<file path="src/rtl/adc_event_capture_ctrl_if.sv">
// Event sample stream: valid/ready handshake with an end-of-event marker.
interface adc_event_capture_ctrl_if #(
  parameter int DATA_W = 14
);
  logic [DATA_W-1:0] OUT_DATA;
  logic              OUT_VALID;
  logic              OUT_READY;
  logic              OUT_LAST;

  modport master (
    output OUT_DATA,
    output OUT_VALID,
    output OUT_LAST,
    input  OUT_READY
  );

  modport slave (
    input  OUT_DATA,
    input  OUT_VALID,
    input  OUT_LAST,
    output OUT_READY
  );
endinterface

</file>
<file path="src/rtl/adc_event_capture_ctrl.sv">
// ADC channel-A event capture: pre-trigger history ring buffer, rising
// threshold trigger, post-trigger capture, then streamed readout of the whole
// window followed by a hold-off before re-arming.
module adc_event_capture_ctrl #(
  parameter int DATA_W  = 14,
  parameter int PRE     = 16,
  parameter int POST    = 48,
  parameter int HOLDOFF = 8
) (
  input  logic                     CLOCK_65,
  input  logic                     RESET,
  input  logic [DATA_W-1:0]        ADC_DA,
  input  logic                     ADC_OTR_A,
  input  logic                     ARM,
  input  logic [DATA_W-1:0]        THRESH,
  adc_event_capture_ctrl_if.master out_if,
  output logic                     BUSY,
  output logic [15:0]              EVENT_COUNT,
  output logic                     OTR_SEEN
);
  localparam int DEPTH = PRE + POST;
  localparam int AW    = $clog2(DEPTH);
  localparam int FW    = $clog2(PRE + 1);
  localparam int PW    = $clog2(POST + 1);
  localparam int HW    = $clog2(HOLDOFF + 1);
  localparam int CW    = AW + 1;

  localparam logic [FW-1:0] FILL_LAST = FW'(PRE - 1);
  localparam logic [PW-1:0] POST_LAST = PW'(POST - 1);
  localparam logic [HW-1:0] HOLD_LAST = HW'(HOLDOFF - 1);
  localparam logic [CW-1:0] RD_END    = CW'(DEPTH);
  localparam logic [CW-1:0] RD_LAST   = CW'(DEPTH - 1);
  localparam logic [AW-1:0] PRE_A     = AW'(PRE);

  generate
    if ((DEPTH & (DEPTH - 1)) != 0) begin : g_depth_chk
      $error("adc_event_capture_ctrl: PRE+POST must be a power of two");
    end
  endgenerate

  typedef enum logic [2:0] {
    ST_IDLE, ST_ARMING, ST_ARMED, ST_CAPTURE, ST_READOUT, ST_HOLDOFF
  } state_t;

  state_t state, state_nxt;

  logic [DATA_W-1:0] samp_p0, samp_p1;
  logic              otr_p0;
  logic [DATA_W-1:0] mem [DEPTH];
  logic [DATA_W-1:0] rd_q_p1;
  logic              vld_p1, last_p1;

  logic [AW-1:0] wptr, trig_addr, raddr;
  logic [FW-1:0] fill_cnt;
  logic [PW-1:0] post_cnt;
  logic [HW-1:0] hold_cnt;
  logic [CW-1:0] rd_cnt;
  logic          arm_q;

  logic wr_en, trig, cap_done, rd_fire, xfer_last, arm_rise;

  function automatic logic [15:0] sat_inc16(input logic [15:0] v);
    return (v == 16'hFFFF) ? v : v + 16'd1;
  endfunction

  // Only compared once ARMED, so both samples belong to the current history.
  assign trig      = (samp_p1 < THRESH) && (samp_p0 >= THRESH);
  assign wr_en     = (state == ST_ARMING) || (state == ST_ARMED) || (state == ST_CAPTURE);
  assign cap_done  = (state == ST_CAPTURE) && (post_cnt == POST_LAST);
  assign rd_fire   = (state == ST_READOUT) && (rd_cnt != RD_END) && (!vld_p1 || out_if.OUT_READY);
  assign xfer_last = vld_p1 && last_p1 && out_if.OUT_READY;
  assign arm_rise  = ARM && !arm_q;

  assign BUSY             = (state != ST_IDLE);
  assign out_if.OUT_VALID = vld_p1;
  assign out_if.OUT_LAST  = last_p1;
  assign out_if.OUT_DATA  = vld_p1 ? rd_q_p1 : '0;

  // State register.
  always_ff @(posedge CLOCK_65 or posedge RESET) begin
    if (RESET) state <= ST_IDLE;
    else       state <= state_nxt;
  end

  // Next-state logic; a trigger in ARMED takes priority over ARM dropping.
  always_comb begin
    state_nxt = state;
    case (state)
      ST_IDLE:    if (ARM) state_nxt = ST_ARMING;
      ST_ARMING:  if (!ARM) state_nxt = ST_IDLE;
                  else if (fill_cnt == FILL_LAST) state_nxt = ST_ARMED;
      ST_ARMED:   if (trig) state_nxt = ST_CAPTURE;
                  else if (!ARM) state_nxt = ST_IDLE;
      ST_CAPTURE: if (cap_done) state_nxt = ST_READOUT;
      ST_READOUT: if (xfer_last) state_nxt = ST_HOLDOFF;
      ST_HOLDOFF: if (hold_cnt == HOLD_LAST) state_nxt = ARM ? ST_ARMING : ST_IDLE;
      default:    state_nxt = ST_IDLE;
    endcase
  end

  // Pointers, counters, stream control and status flags.
  always_ff @(posedge CLOCK_65 or posedge RESET) begin
    if (RESET) begin
      wptr        <= '0;
      trig_addr   <= '0;
      raddr       <= '0;
      fill_cnt    <= '0;
      post_cnt    <= '0;
      hold_cnt    <= '0;
      rd_cnt      <= '0;
      vld_p1      <= 1'b0;
      last_p1     <= 1'b0;
      EVENT_COUNT <= '0;
      OTR_SEEN    <= 1'b0;
      arm_q       <= 1'b0;
    end else begin
      arm_q <= ARM;
      if (wr_en) wptr <= wptr + 1'b1;
      fill_cnt <= (state == ST_ARMING) ? fill_cnt + 1'b1 : '0;
      if ((state == ST_ARMED) && trig) begin
        trig_addr <= wptr;
        post_cnt  <= PW'(1);
      end else if (state == ST_CAPTURE) begin
        post_cnt <= post_cnt + 1'b1;
      end
      // Window start wraps naturally modulo DEPTH.
      if (cap_done)     raddr <= trig_addr - PRE_A;
      else if (rd_fire) raddr <= raddr + 1'b1;
      if (state != ST_READOUT) rd_cnt <= '0;
      else if (rd_fire)        rd_cnt <= rd_cnt + 1'b1;
      if (rd_fire) begin
        vld_p1  <= 1'b1;
        last_p1 <= (rd_cnt == RD_LAST);
      end else if (out_if.OUT_READY) begin
        vld_p1  <= 1'b0;
        last_p1 <= 1'b0;
      end
      hold_cnt <= (state == ST_HOLDOFF) ? hold_cnt + 1'b1 : '0;
      if (xfer_last) EVENT_COUNT <= sat_inc16(EVENT_COUNT);
      if (wr_en && otr_p0) OTR_SEEN <= 1'b1;
      else if (arm_rise)   OTR_SEEN <= 1'b0;
    end
  end

  // ---- p0: input register; p1: previous sample and buffer read ----
  always_ff @(posedge CLOCK_65) begin
    samp_p0 <= ADC_DA;
    samp_p1 <= samp_p0;
    otr_p0  <= ADC_OTR_A;
    if (wr_en)   mem[wptr] <= samp_p0;
    if (rd_fire) rd_q_p1   <= mem[raddr];
  end
endmodule

</file>
<file path="src/flat_wrapper.sv">
// flat-port wrapper written by rule: the top's interface ports become plain ports
module adc_event_capture_ctrl_flat 
#(
  parameter int DATA_W  = 14,
  parameter int PRE     = 16,
  parameter int POST    = 48,
  parameter int HOLDOFF = 8
)
  (CLOCK_65, RESET, ADC_DA, ADC_OTR_A, ARM, THRESH, BUSY, EVENT_COUNT, OTR_SEEN, out_if_OUT_DATA, out_if_OUT_VALID, out_if_OUT_LAST, out_if_OUT_READY);
  adc_event_capture_ctrl_if #(.DATA_W(DATA_W)) out_if_i ();
  input  logic CLOCK_65;
  input  logic RESET;
  input  logic [DATA_W-1:0] ADC_DA;
  input  logic ADC_OTR_A;
  input  logic ARM;
  input  logic [DATA_W-1:0] THRESH;
  output logic BUSY;
  output logic [15:0] EVENT_COUNT;
  output logic OTR_SEEN;
  output wire logic [$bits(out_if_i.OUT_DATA)-1:0] out_if_OUT_DATA;
  output wire logic [$bits(out_if_i.OUT_VALID)-1:0] out_if_OUT_VALID;
  output wire logic [$bits(out_if_i.OUT_LAST)-1:0] out_if_OUT_LAST;
  input wire logic [$bits(out_if_i.OUT_READY)-1:0] out_if_OUT_READY;
  assign out_if_OUT_DATA = out_if_i.OUT_DATA;
  assign out_if_OUT_VALID = out_if_i.OUT_VALID;
  assign out_if_OUT_LAST = out_if_i.OUT_LAST;
  assign out_if_i.OUT_READY = out_if_OUT_READY;
  adc_event_capture_ctrl #(.DATA_W(DATA_W), .PRE(PRE), .POST(POST), .HOLDOFF(HOLDOFF)) u_core (.CLOCK_65(CLOCK_65), .RESET(RESET), .ADC_DA(ADC_DA), .ADC_OTR_A(ADC_OTR_A), .ARM(ARM), .THRESH(THRESH), .out_if(out_if_i), .BUSY(BUSY), .EVENT_COUNT(EVENT_COUNT), .OTR_SEEN(OTR_SEEN));
endmodule
</file>
<file path="config.mk">
export PLATFORM = sky130hd
export DESIGN_NAME = adc_event_capture_ctrl_flat
export DESIGN_NICKNAME = d
export VERILOG_FILES = /design/src/rtl/adc_event_capture_ctrl_if.sv /design/src/rtl/adc_event_capture_ctrl.sv /design/src/flat_wrapper.sv
export SDC_FILE = /design/constraint.sdc
export NUM_CORES = 1
export LEC_CHECK = 0
export CAP_MARGIN = 20
export CORE_AREA = 2 2 258 515
export CTS_CLUSTER_SIZE = 28
export DETAILED_ROUTE_END_ITERATION = 6
export DIE_AREA = 0 0 260 517
export SETUP_SLACK_MARGIN = 0.2
export SLEW_MARGIN = 20
export SYNTH_ARGS = -nofsm -noshare
export SYNTH_HDL_FRONTEND = slang
export SYNTH_SLANG_ARGS = --single-unit
</file>
<file path="constraint.sdc">
create_clock -name CLOCK_65 -period 6.85 [get_ports CLOCK_65]
set_clock_uncertainty 0.15 [all_clocks]
set_input_delay 1.0275 -clock CLOCK_65 [delete_from_list [all_inputs] [get_ports CLOCK_65]]
set_output_delay 1.0275 -clock CLOCK_65 [all_outputs]
set_load 0.03 [all_outputs]
</file>
==> impl_metrics.py <==
metrics = {
    "status": {
        "outcome": "completed",
    },
    "final_layout": {
        "fillCellCount": 12100,
        "area_delta_synth_final_pct": 16.4,
        "antennaDiodeCount": 0,
        "nets": 2111,
        "design_area_um2": 45400,
        "drive_above_1_share_pct": 24.6,
    },
    "floorplanning": {
        "core_um2": 131000,
        "initial_core_util_pct": 29.9,
        "dieHeight_um": 517,
        "rows": 188,
        "io_pins": 67,
        "die-area_um2": 134000,
        "dieWidth_um": 260,
    },
    "clock_tree": {
        "clockRootBuffer": "clkbuf_16",
        "cts.repair.resized": 0,
        "clk_pin_slew_ns": 0.06,
        "cts_made_buffers": 96,
        "clockBufferDepth": 3,
        "postCtsHoldBufs": 0,
        "postCtsSetupBuffers": 0,
        "cts_tree": "built",
        "insertion_delay_ns": 0.70,
        "htreeDepth": 3,
        "clock-sinks": 1002,
    },
    "synthesis": {
        "synth_edf_count": 910,
        "synthTopCellsByArea": "edfxtp_1 (70%), mux4_2 (14%), dfrtp_1 (4.0%)",
        "synth_warnings": 0,
        "yosysMostFrequentCell": "edfxtp_1",
        "yosys-top-cells-count": "edfxtp_1 (910), mux4_2 (244), nor2_1 (124)",
        "seq_area_frac_synth_pct": 75.6,
        "syn-cell-area_um2": 39000,
        "syn-num-nets": 1958,
        "async_flop_share_pct": 6.29,
        "synth.distinct_cells": 59,
        "synth.largest_area_cell": "edfxtp_1",
        "yosysTopAreaCellShare_pct": 70.1,
        "postSynthCellCount": 1889,
        "synth_seq_cells": 1002,
        "ys.flop_type": "edfxtp_1",
        "syn_area_per_cell_um2": 20.6,
    },
    "run": {
        "maxCapViolations": 0,
    },
    "place": {
        "routabilityCongestion": 0.797,
        "portBuffers": 66,
        "hpwlAfterDp_mm": 54.7,
        "place_area_um2": 42100,
        "preCtsSetupSlack_ns": 2.63,
    },
    "detailed_routing": {
        "via_per_inst": 4.95,
        "drt_iter0_markers": 2034,
        "wire_per_inst_um": 24.0,
        "wirelength_mm": 91.8,
        "ant_nets": 0,
        "first_pass_iters": 5,
        "vias": 19000,
        "drc": 0,
    },
    "worst_setup_path": {
        "r2r_setup_slack_ns": 3.08,
        "regToRegEndpoint": "u_core.rd_q_p1[3]",
        "worstPathMaxFanout": 17,
        "worstPathCellList": "and2_1 -> clkdlybuf4s50_1",
        "critical_path_required_ns": 5.67,
        "reg2reg_depth": 5,
        "crit_path_start_kind": "flop",
        "crit_slowest_cell": "dfrtp_1",
        "crit_path_end_kind": "output port",
        "slowest_delay_ns": 0.84,
        "r2r-start": "u_core.raddr[0]",
        "worstPathArrival_ns": 2.60,
        "worstSetupPathType": "flop to output port",
    },
    "grt": {
        "grt_pass1_vias": 19300,
        "grt_max_degree": 67,
        "grt_antenna_before_repair": 1,
        "grt_pass1_wl_mm": 135,
        "grt-ovfl-total": 0,
        "grt.total_usage_pct": 13.8,
    },
    "pwr": {
        "peakVddDrop_mv": 0.239,
        "power_mw": 17.5,
        "powerDensity_nw_per_um2": 387,
        "p_leak_nw": 14.6,
    },
    "timing": {
        "rsz0062_at_grt": "no",
        "tightest_slew_ns": 1.11,
        "finalCritPeriodShare_pct": 55.2,
        "setup_viol": 0,
        "finalHoldViolations": 0,
        "fin_setup_tns_ns": 0,
        "relSlewSlack_pct": 26.0,
        "max_freq_mhz": 264,
        "slew_violations": 0,
        "period_needed_ns": 3.78,
        "worst_slack_ns": 3.07,
    },
    "min_path": {
        "hold_path_class": "flop to flop",
        "hold-path-cell-count": 2,
        "min_to": "u_core.OTR_SEEN",
        "hp-start": "u_core.otr_p0",
    },
}
[routing by layer]
layer	vias up	global-route usage, %	part of all wire [%]
met1	10100	19.4	43
met2	734	21.3	47
met3	140	2.18	6.7
met5	-	0	0
li1	8019	-	-
met4	0	5.57	3.5
[cells in the final DEF (no fill, tap or decap), drive strengths merged, types with 5 or more instances in the layout]
| master | n |
|---|---|
| edfxtp | 910 |
| mux4 | 244 |
| clkbuf | 126 |
| nor2 | 124 |
| buf | 80 |
| clkdlybuf4s50 | 66 |
| dfrtp | 63 |
| nand2 | 45 |
| o21ai | 38 |
| mux2i | 37 |
| ha | 36 |
| a22oi | 31 |
| clkinv | 30 |
| dfxtp | 29 |
| xnor2 | 27 |
| a21oi | 27 |
| inv | 26 |
| nand3 | 22 |
| and2 | 16 |
| bufinv | 14 |
| xor2 | 13 |
| nand4 | 13 |
| nor3 | 9 |
| mux2 | 9 |
| nor2b | 7 |
| nand3b | 7 |
| nand2b | 7 |
| and3 | 5 |
[state kept, by name, summed over array words and instances, names as in the netlist, 3 cells and up]
signal / cells
u_core.rd_cnt: 7
u_core.samp_p0: 14
u_core.samp_p1: 14
u_core.fill_cnt: 5
u_core.raddr: 6
u_core.wptr: 6
u_core.trig_addr: 6
u_core.EVENT_COUNT: 16
u_core.mem: 896
u_core.state: 3
u_core.post_cnt: 6
u_core.rd_q_p1: 14
u_core.hold_cnt: 4
[power breakdown]
part / internal (mW) / total, mW / switching, mW / leakage (nW)
registers: 7.08 / 7.51 / 0.435 / 9.25
logic: 1.96 / 4.49 / 2.53 / 3.70
clock network: 3.23 / 5.54 / 2.31 / 1.60
[logic make-up (layout without fill, tap and decap cells)]
logic type                 count (synthesis)  after routing  synth area share [%]
adders and majority gates                 36             36                  1.16
buffers and inverters                    113            345                  1.45
xor gates and xnor gates                  40             40                 0.899
and+or+nand+nor                          277            277                  3.37
AOI/OAI and AO/OA                        131            131                  2.19
muxes                                    290            290                  15.3
DFF                                     1002           1002                  75.6
[final cells by class]
| class | count | area [um2] | share of cell area, % |
|---|---|---|---|
| clock inverter | 51 | 702 | 1.55 |
| clock buffer | 126 | 2610 | 5.75 |
| multi-input combinational | 774 | 9000 | 19.8 |
| timing repair buffer | 146 | 1320 | 2.92 |
| inverter | 22 | 82.6 | 0.182 |
| sequential | 1002 | 29500 | 65.1 |
| tap | 1710 | 2140 | 4.72 |
[worst max-delay path by stage]
stage	startpoint	slack (ns)	to
6_report	u_core.out_if.OUT_VALID	3.07	out_if_OUT_DATA[2]
3_3_place_gp	THRESH[12]	2.62	u_core.trig_addr[5]
5_1_grt	u_core.raddr[0]	2.96	u_core.rd_q_p1[0]
4_1_cts	u_core.out_if.OUT_VALID	2.99	out_if_OUT_DATA[2]
2_1_floorplan	u_core.samp_p0[11]	3.63	u_core.trig_addr[0]
3_5_place_dp	THRESH[1]	2.63	u_core.trig_addr[3]
[through the flow]
| step | std cells | util [%] | hold slack [ns] |
|---|---|---|---|
| detailed placement | 3654 | 32.2 | 0.269 |
| global placement | 3654 | 32.2 | 0.260 |
| global route | 3831 | 34.7 | 0.285 |
| CTS | 3831 | 34.7 | 0.264 |
| finish | 3831 | 34.7 | 0.253 |
| floorplan | 1889 | - | 0.248 |
[critical path, delay by kind of cell (launching register included)]
family	cells	cell delay [ns]
flops	1	0.84
buf+inv	1	0.72
simple gates	1	0.37
(Power assumes the default switching activity.)
